## src/rtl/sound_fx.sv

```systemverilog
// sound_fx: arbitrates game event pulses and plays a short note sequence per effect as a square wave.
// Optional build macro SOUND_MUTE_EN adds a `mute` input that gates the registered `sound` output.
module sound_fx #(
    parameter int DUR_SCALE = 1
) (
    input  logic       clk,
    input  logic       rst,
    input  logic [1:0] game_tick,
    input  logic       game_start_pulse,
    input  logic       jump_pulse,
    input  logic       game_over_pulse,
`ifdef SOUND_MUTE_EN
    input  logic       mute,
`endif
    output logic       sound,
    output logic       busy,
    output logic [1:0] effect
);

    typedef enum logic {S_IDLE = 1'b0, S_PLAY = 1'b1} state_t;

    localparam logic [1:0] EFF_NONE  = 2'b00;
    localparam logic [1:0] EFF_JUMP  = 2'b01;
    localparam logic [1:0] EFF_START = 2'b10;
    localparam logic [1:0] EFF_OVER  = 2'b11;

    state_t      r_state, w_state_n;
    logic [1:0]  r_effect, w_effect_n;
    logic [1:0]  r_idx, w_idx_n;
    logic [15:0] r_div, w_div_n;
    logic [6:0]  r_ticks, w_ticks_n;
    logic        r_sound, w_sound_n;

    logic [1:0]  w_req;
    logic        w_accept;
    logic [15:0] w_hp;
    logic [2:0]  w_dur;
    logic        w_last;
    logic [6:0]  w_dur_lim;
    logic        w_tick;
    logic        w_unused;

    assign w_tick   = game_tick[0];
    assign w_unused = game_tick[1];

    always_comb begin
        if (game_over_pulse)       w_req = EFF_OVER;
        else if (game_start_pulse) w_req = EFF_START;
        else if (jump_pulse)       w_req = EFF_JUMP;
        else                       w_req = EFF_NONE;
    end

    // Effect codes are ordered by priority, so a plain compare implements the arbitration.
    assign w_accept = (w_req != EFF_NONE) && ((r_state == S_IDLE) || (w_req >= r_effect));

    always_comb begin
        w_hp   = 16'd1;
        w_dur  = 3'd1;
        w_last = 1'b1;
        case ({r_effect, r_idx})
            4'b01_00: begin w_hp = 16'd14205; w_dur = 3'd1; w_last = 1'b0; end
            4'b01_01: begin w_hp = 16'd9480;  w_dur = 3'd1; end
            4'b10_00: begin w_hp = 16'd23889; w_dur = 3'd1; w_last = 1'b0; end
            4'b10_01: begin w_hp = 16'd18961; w_dur = 3'd1; w_last = 1'b0; end
            4'b10_10: begin w_hp = 16'd15944; w_dur = 3'd2; end
            4'b11_00: begin w_hp = 16'd31888; w_dur = 3'd2; w_last = 1'b0; end
            4'b11_01: begin w_hp = 16'd37921; w_dur = 3'd2; w_last = 1'b0; end
            4'b11_10: begin w_hp = 16'd47778; w_dur = 3'd4; end
            default: ;
        endcase
    end

    assign w_dur_lim = 7'(w_dur) * 7'(DUR_SCALE);

    always_comb begin
        w_state_n  = r_state;
        w_effect_n = r_effect;
        w_idx_n    = r_idx;
        w_div_n    = r_div;
        w_ticks_n  = r_ticks;
        w_sound_n  = r_sound;
        if (w_accept) begin
            w_state_n  = S_PLAY;
            w_effect_n = w_req;
            w_idx_n    = 2'd0;
            w_div_n    = 16'd0;
            w_ticks_n  = 7'd0;
            w_sound_n  = 1'b0;
        end else if (r_state == S_PLAY) begin
            if (r_div == w_hp - 16'd1) begin
                w_div_n   = 16'd0;
                w_sound_n = ~r_sound;
            end else begin
                w_div_n = r_div + 16'd1;
            end
            // A note end overrides the divider step taken on the same edge.
            if (w_tick) begin
                if (r_ticks + 7'd1 == w_dur_lim) begin
                    w_div_n   = 16'd0;
                    w_ticks_n = 7'd0;
                    w_sound_n = 1'b0;
                    if (w_last) begin
                        w_state_n  = S_IDLE;
                        w_effect_n = EFF_NONE;
                        w_idx_n    = 2'd0;
                    end else begin
                        w_idx_n = r_idx + 2'd1;
                    end
                end else begin
                    w_ticks_n = r_ticks + 7'd1;
                end
            end
        end
    end

    always_ff @(posedge clk) begin
        if (rst) begin
            r_state  <= S_IDLE;
            r_effect <= EFF_NONE;
            r_idx    <= 2'd0;
            r_div    <= 16'd0;
            r_ticks  <= 7'd0;
            r_sound  <= 1'b0;
        end else begin
            r_state  <= w_state_n;
            r_effect <= w_effect_n;
            r_idx    <= w_idx_n;
            r_div    <= w_div_n;
            r_ticks  <= w_ticks_n;
            r_sound  <= w_sound_n;
        end
    end

    assign busy   = (r_state == S_PLAY);
    assign effect = r_effect;

`ifdef SOUND_MUTE_EN
    // The waveform phase keeps running in r_sound; only the pin copy is gated.
    logic r_sound_out;
    always_ff @(posedge clk) begin
        if (rst) r_sound_out <= 1'b0;
        else     r_sound_out <= w_sound_n & ~mute;
    end
    assign sound = r_sound_out;
`else
    assign sound = r_sound;
`endif

endmodule

```

## config.mk

```make
export PLATFORM = sky130hd
export DESIGN_NAME = sound_fx
export DESIGN_NICKNAME = d
export VERILOG_FILES = /design/src/rtl/sound_fx.sv
export SDC_FILE = /design/constraint.sdc
export NUM_CORES = 1
export LEC_CHECK = 0
export BUFFER_PORTS_ARGS = -buffer_cell sky130_fd_sc_hd__buf_2
export CORE_ASPECT_RATIO = 1.5
export CORE_MARGIN = 2
export CORE_UTILIZATION = 55
export CTS_CLUSTER_DIAMETER = 120
export DETAILED_ROUTE_END_ITERATION = 12
export GPL_TIMING_DRIVEN = 1
export MAX_ROUTING_LAYER = met4
export PLACE_DENSITY = 0.74
export SYNTH_ARGS = -nofsm -noshare
export SYNTH_HDL_FRONTEND = slang
export SYNTH_SLANG_ARGS = --single-unit
```

## constraint.sdc

```tcl
create_clock -name clk -period 9.4 [get_ports clk]
set_input_delay 0.94 -clock clk [delete_from_list [all_inputs] [get_ports clk]]
set_output_delay 0.94 -clock clk [all_outputs]
set_load 0.005 [all_outputs]
```

# == Yosys cells after proc, flatten, opt, wreduce, memory -nomap -nowiden ==
# Cells that the tools add are included.
# totals
in_bits,7
regBits,29
word_cells,59
out_inout_bits,4
# op_classes
n_bitwise,2
eq_ne,11
addsub,4
n_mux,23
order_cmp,1
n_reduce_logical,12
# op_table
cell,n
case mux 16 bit (8 select lines),1
two-way mux 16 bit,3
equality test 4 bit (second input constant),6
adder 16 x 1 -> 16 bit (second input constant),1
equality test 16 bit,1
two-way mux 2 bit,8
subtractor 16 x 1 -> 16 bit (second input constant),1
two-way mux 1 bit,9
equality test 4 x 3 -> 1 bit (second input constant),2
nonzero test 2 bit,4
adder 7 x 1 -> 7 bit (second input constant),1
equality test 7 x 3 -> 1 bit,1
two-way mux 7 bit,1
case mux 3 bit (2 select lines),1
OR reduction 5 bit,1
AND reduction 4 bit,1
AND reduction 3 bit,1
OR reduction 3 bit,1
adder 2 x 1 -> 2 bit (second input constant),1
>= comparator 2 bit,1
inequality test 2 x 1 -> 1 bit (second input constant),1
NOT 1 bit,2
AND reduction 2 bit,1
OR reduction 2 bit,1
other kinds (2),2

# == Longest topological paths before layout ==
# Gate-level depths: netlist (run 1).
# logic_depth
depth_word,8
mapped_depth,17
mapped_depth_nobuf,14

# == Least setup slack after synthesis (run 1) ==
# OpenSTA, ideal clock, no wires.
# synth_path
kind,input to register
start,input game_start_pulse
end,register r_div[11]
required_time_ps,9343
path_buffers,2
path_slack_ps,6217
arrival_ps,3126
setup_time_ps,57
path_stages,13
path_cell_list,inv_1 > a21oi_1 > ha_1 > nand2b_1 > a211oi_2 > nor2_1 > or2_0 > clkbuf_1 > a211o_1 > o21bai_4 > buf_6 > nor4_1 > a21o_1
# synth_via
elab_chain_cells,6
elab_cells_between_ends,7
cone_classes,order compare (1); mux (2); reduce/logical (4)
# synth_rtl
item,line_no,source
"start, declared",9,"input logic game_start_pulse,"
two-way mux 2 bit (*),48,else if (game_start_pulse) w_req = EFF_START;
two-way mux 2 bit (*),47,if (game_over_pulse) w_req = EFF_OVER;
>= comparator 2 bit,54,assign w_accept = (w_req != EFF_NONE) && ((r_state == S_IDLE) || (w_req >= r_effect));
logical OR 1 bit,54,
logical AND 1 bit (*),54,
OR reduction 2 bit (no source line) (*),-,
"end signal, assigned",128,r_div <= w_div_n;
"end, declared",30,"logic [15:0] r_div, w_div_n;"
# Mark *: on every way between the ends. The rest lies on a longest branch, timed or not.
# A chain may end at the register's enable or synchronous reset.

# == Final worst setup path (run 1) ==
# layout_path
start,register r_idx[0]
end,register r_div[8]
# layout_via
elab_chain_cells,7
elab_cells_between_ends,17
cone_classes,add/sub (1); eq/ne (10); mux (5); reduce/logical (1)
# layout_rtl
item,line_no,source
"start, declared",29,"logic [1:0] r_idx, w_idx_n;"
"start signal, assigned",127,r_idx <= w_idx_n;
equality test 4 bit / equality test 4 x 3 -> 1 bit (equally long branches),60,"case ({r_effect, r_idx})"
case mux 16 bit (8 select lines),60,
subtractor 16 x 1 -> 16 bit,90,if (r_div == w_hp - 16'd1) begin
equality test 16 bit,90,
two-way mux 16 bit,90,
two-way mux 16 bit,98,if (r_ticks + 7'd1 == w_dur_lim) begin
two-way mux 16 bit (*),97,if (w_tick) begin
# Marked as above.

==> flow_summary.ini, run 1 <==
[synth]
netlist_area_um2 = 2261
synth_top_area_cell = dfxtp_1
ys_warn_count = 0
ys_ff_latch = 29
syn-num-nets = 309
synth_edf_count = 0
synth.area.top_cells = dfxtp_1 (26%), xnor2_1 (6.2%), nand2_1 (5.3%), nor2_1 (4.5%), ha_1 (4.4%)
synth_ff_type = dfxtp_1
avgSynthCellArea_um2 = 7.690
ys_types = 57
ys_seq_area_share_pct = 25.68
async_flop_share_pct = 0
synth_cells = 294
yosysTopAreaCellShare_pct = 25.68

[die]
ios = 11
die_area_um2 = 4650
dieWidth_um = 56.35
start_util_pct = 57.11
rows = 28
die_h_um = 82.53
core_um2 = 3959

[timing]
fin_crit_ps = 3941
rsz0062_at_grt = false
hold_ws_ps = 483.3
finalSetupViolCount = 0
drv_slew = 0
finalHoldViolations = 0
fin_crit_sh_pct = 41.92
tightestPinTransition_ps = 855.2
relSlewSlack_pct = 42.78
fin_skew_ps = 4.642
setup-tns-final_ps = 0
max_freq_mhz = 253.8

[grt]
antenna_found_initial = 0
grtUsageMet3_pct = 3.271
grt.total_usage_pct = 22.60
grt_use_met1_pct = 24.43
top_usage_layer = met2
grt_overflow = 0
grt_max_degree = 29
use_met2_pct = 40.82
grt_pass1_wl_mm = 8.052
grt_pass1_vias = 1854

[route]
dr.pass1.iters = 4
drtIter0Drc = 111
vias = 2030
wl_per_cell_um = 14.19
ant_nets = 0
drc = 0
viasPerCell = 6.006
route.final.wire_length_mm = 4.797

[clocking]
cts_tree = built
clockBufferDepth = 2
numCtsBuffers = 5
clkLatencyLatePin_ps = 280
path_clk_slew_ps = 60
htree_num_levels = 2
cts_resized = 0
clock-root-buffer = clkbuf_8
cts_setup_buffers = 0
cts_hold_buf = 0
clock_sinks = 29

[worst_setup_path]
r2r_cells = 14
critPathKind = flip-flop to flip-flop
crit_required_ps = 9560
startpoint = r_idx[0]
crit_fanout = 24
regToRegStartpoint = r_idx[0]
arrival_ps = 4100
crit_path_end_kind = flip-flop
cp-start-kind = flip-flop

[placed_design]
dpl.hpwl_mm = 3.467
port_buffers = 9
routabilityCongestion = 0.8128

[cells_and_area]
n_antenna_cell = 0
areaGrowthSynthToFinish_pct = 3.486
drive_gt1_share_pct = 9.215
fin_nets = 308
fillers = 392

[run]
drv_cap = 0

[power]
pwr_density_cell_nw_per_um2 = 123.7
p_leak_nw = 0.8813
total_power_uw = 289.4
peakVddDrop_mv = 0.1139

[hold_path]
hold_depth = 2
hold_class = flip-flop to flip-flop
hold_start = r_idx[1]

[outcome]
outcome = complete, no violations
-- synth_stat cells, drive strengths merged (4+ instances only) --
cell type,count
xor2,10
or3,5
dfxtp,29
nor3,14
nand2,32
a211o,6
nor2,27
a21o,4
nor2b,5
buf,13
o22ai,7
nand3,14
xnor2,16
inv,10
o21ai,19
nor3b,4
clkbuf,6
ha,8
a21oi,14
and3,4
-- per-layer routing --
| layer | wire [um] | vias up |
|---|---|---|
| li1 | - | 1047 |
| met1 | 2144 | 943 |
| met2 | 2423 | 29 |
| met3 | 93 | 11 |
| met4 | 136 | 0 |
| met5 | 0 | - |
-- through the flow --
step / util, % / area (um2) / instances / setup slack, ps
after floorplan: - / 2261 / 294 / 6217
after global placement: 56.92 / 2253 / 331 / 5551
after detailed placement: 56.92 / 2253 / 331 / 5505
after CTS: 59.10 / 2340 / 338 / 5486
after global routing: 59.10 / 2340 / 338 / 5042
final: 59.10 / 2340 / 338 / 5459
-- area by class of cell --
cell class | count | area [um2] | share of cell area, %
multi-input cells | 236 | 1519 | 64.92
clock buffers | 7 | 86.33 | 3.690
flip-flops and latches | 29 | 580.6 | 24.81
inverters | 10 | 37.54 | 1.604
well taps | 45 | 56.30 | 2.406
repair buffers | 11 | 60.06 | 2.567
-- critical path, stage by stage (launching register included) --
cell,delay (ps)
dfxtp_1,340
inv_1,90
ha_1,640
or2_2,270
o21ai_0,90
a21oi_1,220
inv_1,80
ha_1,290
xor2_1,180
xnor2_1,140
a2111oi_0,390
nand4_1,230
o21bai_4,480
nor2_1,100
a211o_1,290
-- cells by family after synthesis --
group	Yosys count	synth area share (%)
xor+xnor	26	10.07
flops	29	25.68
mux	3	1.549
buf+inv	29	7.139
compound gates	75	23.19
fa+ha+maj	8	4.427
simple gates	124	27.95
-- flip-flops by register name, summed over array words and instances, names as in the netlist --
name / flops
effect: 2
r_ticks: 7
sound: 1
r_div: 16
r_idx: 2
busy: 1
-- worst paths after layout --
check	slack [ps]	end
worst min register to register	480	r_idx[1]
worst max-delay path	5460	r_div[8]
worst max register to register	5460	r_div[8]
worst min-delay path	480	r_idx[1]
-- report_power, final --
group	leakage (nW)	switching (mW)	internal (mW)
clock network	0.0443	0.0442	0.0579
logic	0.602	0.0332	0.0239
registers	0.235	0.00559	0.125
total	0.881	0.0830	0.206
-- cells in the final DEF (no fill, tap or decap), types with 5 or more instances in the layout --
cell type  count
o21ai_0       17
clkbuf_8       6
nor3_1        14
o22ai_1        6
nand2_1       32
a211o_1        6
dfxtp_1       29
nor2b_1        5
nand3_1       14
xor2_1        10
xnor2_1       16
a21oi_1       14
buf_2          9
ha_1           8
or3_1          5
inv_1         10
nor2_1        27
Note: power is estimated with default switching activity, not from simulation.
==> run 2: changes to the inputs <==
Settings changed: ABC_AREA from default to 1, PLACE_DENSITY 0.74 to 0.73.
Clock period 9.4 ns to 3.63 ns, I/O delays scaled along.
==> run 2 against run 1 <==
Effect of this change:
- register-to-register slack lost 5100 ps
- critical path depth grew 2
- global-route usage grew 4.0 points
- maximum frequency grew 21%
- synthesized area grew 7.9%
- combinational power grew to 4.7 times the previous value
- setup slack lost 5100 ps
- critical endpoint is now r_div[6]
- largest cell class unchanged
==> flow_summary.ini, run 2 <==
[outcome]
outcome = complete, no violations

[timing]
hold_ws_ps = 273.8
finalSetupViolCount = 0
finalHoldViolations = 0
rsz0062_at_grt = false
fin_skew_ps = 11.44
relSlewSlack_pct = 49.67
fin_crit_ps = 3258
max_freq_mhz = 307.0
drv_slew = 0
setup-tns-final_ps = 0
fin_crit_sh_pct = 89.74
tightestPinTransition_ps = 754.2
worst_slack_ps = 372.4

[die]
dieWidth_um = 58.38
start_util_pct = 57.47
core_um2 = 4245
die_area_um2 = 4996
rows = 29
ios = 11
die_h_um = 85.57

[route]
route.final.wire_length_mm = 5.754
dr.pass1.iters = 4
drtIter0Drc = 112
viasPerCell = 5.416
wl_per_cell_um = 13.29
vias = 2345
drc = 0
ant_nets = 0

[cells_and_area]
largest_reg_flops = 16
finalNonFillerCells = 433
layout_commonest_cell = nand2_1
top_regs = r_div (16), r_ticks (7)
drive_gt1_share_pct = 14.21
finish.utilization_pct = 61.95
regMostFlops = r_div
design_area_um2 = 2630
fin_nets = 401
areaGrowthSynthToFinish_pct = 7.795
fillers = 406
n_antenna_cell = 0
final_cell_mix = nand2_1 (83), nand3_1 (48), inv_1 (43), nor2_1 (36), a21oi_1 (31)

[power]
pwr_density_cell_nw_per_um2 = 359.3
total_power_uw = 945.1
peakVddDrop_mv = 0.5000
p_leak_nw = 1.200

[synth]
ys_types = 38
async_flop_share_pct = 0
synth.area.top_cells = dfxtp_1 (24%), nand2_1 (13%), nand3_1 (9.8%), xor2_1 (9.7%), inv_1 (6.6%)
synth.most_common_cell = nand2_1
yosysTopAreaCellShare_pct = 23.79
synth_edf_count = 0
synth_ff_type = dfxtp_1
ys_ff_latch = 29
synth_cells = 376
synth_common_cells = nand2_1 (83), nand3_1 (48), inv_1 (43)
ys_warn_count = 0
ys_seq_area_share_pct = 23.79
synth_top_area_cell = dfxtp_1
avgSynthCellArea_um2 = 6.489
netlist_area_um2 = 2440
syn-num-nets = 391

[placed_design]
dpl-instance-area_um2 = 2515
port_buffers = 9
dpl.hpwl_mm = 4.418
place_inst = 425
routabilityCongestion = 0.9109
pre_cts_slack_ps = 424.7

[grt]
grt_max_degree = 22
grt.total_usage_pct = 26.57
grt_pass1_vias = 2285
grt_overflow = 0
antenna_found_initial = 0
grt_pass1_wl_mm = 10.05

[clocking]
htree_num_levels = 2
path_clk_slew_ps = 60
cts_resized = 0
clock-root-buffer = clkbuf_8
clkLatencyLatePin_ps = 290
cts_setup_buffers = 0
cts_tree = built
clockBufferDepth = 2
numCtsBuffers = 5
cts_hold_buf = 0
clock_sinks = 29

[worst_setup_path]
critPathKind = flip-flop to flip-flop
arrival_ps = 3390
crit_fanout = 11
cp-start-kind = flip-flop
crit_path_end_kind = flip-flop
crit_required_ps = 3770

[hold_path]
hold_class = input port to flip-flop

[run]
drv_cap = 0
==> run 2: final timing paths <==
path / from / end / slack (ps) / cells past startpoint
min: rst / busy / 270 / 2
max reg2reg: r_idx[0] / r_div[6] / 370 / 16
max: r_idx[0] / r_div[6] / 370 / 16
min reg2reg: r_ticks[1] / r_ticks[1] / 490 / 2
==> run 2: final cells by class <==
| cell class | instances | area [um2] | area share [%] |
|---|---|---|---|
| repair buffers | 10 | 52.55 | 1.998 |
| multi-input cells | 288 | 1629 | 61.94 |
| clock inverters | 3 | 46.29 | 1.760 |
| clock buffers | 5 | 68.82 | 2.617 |
| flip-flops and latches | 29 | 580.6 | 22.07 |
| inverters | 52 | 195.2 | 7.422 |
| well taps | 46 | 57.56 | 2.188 |
==> run 2: cell families (layout without fill, tap and decap cells) <==
logic type                 count (synthesis)  count (layout)  synth area share, %
buffers and inverters                     59              70                9.435
adders and majority gates                  8               8                4.103
AOI/OAI and AO/OA                         45              45                10.92
and+or+nand+nor                          206             206                41.33
xor gates and xnor gates                  29              29                10.41
DFF                                       29              29                23.80
==> run 2: worst max-delay path, cell delays in order, from the launching register on <==
cell and delay [ps]:
dfxtp_1 330, inv_1 90, ha_1 260, nor2_1 190, nor2_1 130, nor2_1 290, nand2_1 150, inv_1 80
ha_1 270, nand3_2 280, nand2_1 150, xor2_1 170, nand3_1 120, nor2_2 180, nand4_4 220, nand3_1 140
a21oi_1 60
==> run 2: routing by layer <==
layer	vias up	part of all wire, %	global-route usage [%]
li1	1244	-	-
met3	12	3.3	3.922
met2	39	52	46.17
met5	-	0	-
met1	1050	43	29.38
met4	0	2.2	11.42
==> run 2: report_power, final <==
group	internal (mW)	switching, mW	leakage (nW)
clock	0.205	0.137	0.0543
sequential	0.323	0.0103	0.235
combinational	0.0898	0.179	0.911
total	0.618	0.327	1.20
==> run 3: changes to the inputs <==
Settings changed: PLACE_DENSITY 0.73 to 0.81.
==> run 3 against run 2 <==
Effect of this change:
- worst hold slack improved by 1.8 ps
- clock power fell by 22%
- largest cell class unchanged
- sequential share of layout area rose by 0.24 points
- power fell by 7.4%
- critical endpoint is now sound
- cell area fell by 1.1%
- die area did not move
==> flow_summary.ini, run 3 (same netlist as run 2, synthesis figures left out) <==
[power]
power_switching_uw = 330.6
p_seq_share_pct = 38.1
pwr_density_cell_nw_per_um2 = 336.4
peakVddDrop_mv = 0.2561
combinationalPowerShare_pct = 31.2
p_leak_nw = 1.190
swShare_pct = 37.78
p_clk_share_pct = 30.7
p_int_uw = 544.5

[cells_and_area]
layout_commonest_cell = nand2_1
n_antenna_cell = 0
final_cell_mix = nand2_1 (83), nand3_1 (48), inv_1 (43), nor2_1 (36), a21oi_1 (31)
fin_nets = 401
finalNonFillerCells = 433
top_regs = r_div (16), r_ticks (7)
largest_reg_flops = 16
drive_gt1_share_pct = 14.21
regMostFlops = r_div
areaGrowthSynthToFinish_pct = 6.615
design_area_um2 = 2601

[hold_path]
hold_class = input port to flip-flop
hold_depth = 2

[placed_design]
pre_cts_slack_ps = 413.8
dpl-instance-area_um2 = 2515
port_buffers = 9
dpl.hpwl_mm = 4.443
routabilityCongestion = 0.9789
place_inst = 425

[clocking]
clkLatencyLatePin_ps = 290
cts_setup_buffers = 0
clock-root-buffer = clkbuf_8
cts_resized = 0
path_clk_slew_ps = 60
numCtsBuffers = 5
clock_sinks = 29
cts_hold_buf = 0
clockBufferDepth = 2
cts_tree = built
htree_num_levels = 2

[die]
dieWidth_um = 58.38
rows = 29
ios = 11
core_um2 = 4245
die_h_um = 85.57
die_area_um2 = 4996
start_util_pct = 57.47

[route]
vias = 2419
viasPerCell = 5.587
drc = 0
wl_per_cell_um = 13.29
ant_nets = 0
dr.pass1.iters = 4
route.final.wire_length_mm = 5.753
drtIter0Drc = 96

[timing]
fin_crit_ps = 3249
fin_skew_ps = 5.430
tightestPinTransition_ps = 738.3
setup-tns-final_ps = 0
fin_crit_sh_pct = 89.52
hold_ws_ps = 275.6
max_freq_mhz = 307.7
finalHoldViolations = 0
rsz0062_at_grt = false
relSlewSlack_pct = 50.72
worst_slack_ps = 380.6
drv_slew = 0
finalSetupViolCount = 0

[worst_setup_path]
startpoint = r_idx[0]
crit_path_frequent_cell = nor2_1
slowest_stage = dfxtp_1
worst-r2r-setup-slack_ps = 380
timing.rr.end = sound
arrival_ps = 3430
cp-start-kind = flip-flop
endpoint = sound
regToRegStartpoint = r_idx[0]
r2r_cells = 18
crit_required_ps = 3810
critPathKind = flip-flop to flip-flop
crit_fanout = 11
crit_chain = inv_1, ha_1, nor2_1, nor2_1, nor2_1, nand2_1, inv_1, ha_1, nand3_2, nand2_1, xor2_1, nand3_1, nor2_2, inv_1, nor2_1, nand3_1, nand2_1, nor2_1
crit_path_end_kind = flip-flop
max_stage_delay_ps = 330

[grt]
antenna_found_initial = 0
grt_pass1_wl_mm = 9.873
grt_pass1_vias = 2327
grt_max_degree = 22
grt_overflow = 0
grt.total_usage_pct = 26.13

[run]
drv_cap = 0

[outcome]
outcome = complete, no violations
==> run 3: worst min-delay path by stage <==
stage | endpoint | from | slack, ps
2_1_floorplan | busy | rst | 430
5_1_grt | effect[0] | rst | 280
6_report | busy | rst | 280
3_3_place_gp | r_ticks[1] | r_ticks[1] | 470
4_1_cts | busy | rst | 270
3_5_place_dp | r_ticks[1] | r_ticks[1] | 480
==> run 3: cell type report <==
cell class | count | area [um2]
Clock buffer | 5 | 68.82
Clock inverter | 3 | 17.52
Fill cell | 394 | 1644
Inverter | 52 | 195.2
Multi-Input combinational cell | 288 | 1629
Sequential cell | 29 | 580.6
Tap cell | 46 | 57.56
Timing Repair Buffer | 10 | 52.55
==> run 3: metrics by stage <==
step                power, mW  util, %
global route           0.9212    61.27
detailed placement     0.6099    59.24
CTS                    0.8802    61.27
finish                 0.8751    61.27
global placement       0.6023    59.24
floorplan              0.5560        -
==> run 3: routing by layer <==
layer,part of all wire (%),wire [um],GRT usage (%),up-vias
met3,3.5,203,3.620,16
li1,-,-,-,1236
met2,55,3145,47.19,53
met4,2.7,155,14.38,0
met5,0,0,-,-
met1,39,2248,25.99,1114
==> run 3: worst max-delay path: cells and delay by family, from the launching register on <==
| kind | cells | cell delay, ps |
|---|---|---|
| fa+ha+maj | 2 | 520 |
| xor+xnor | 1 | 210 |
| buf+inv | 3 | 220 |
| simple gates | 12 | 1850 |
| flops | 1 | 330 |
==> run 3: power by group through the flow <==
stage | Combinational (mW) | Sequential (mW) | Clock, mW
after floorplan | 0.221 | 0.335 | 0
after global placement | 0.262 | 0.340 | 0
after detailed placement | 0.269 | 0.341 | 0
after CTS | 0.270 | 0.333 | 0.276
after global routing | 0.304 | 0.334 | 0.283
final | 0.273 | 0.334 | 0.269
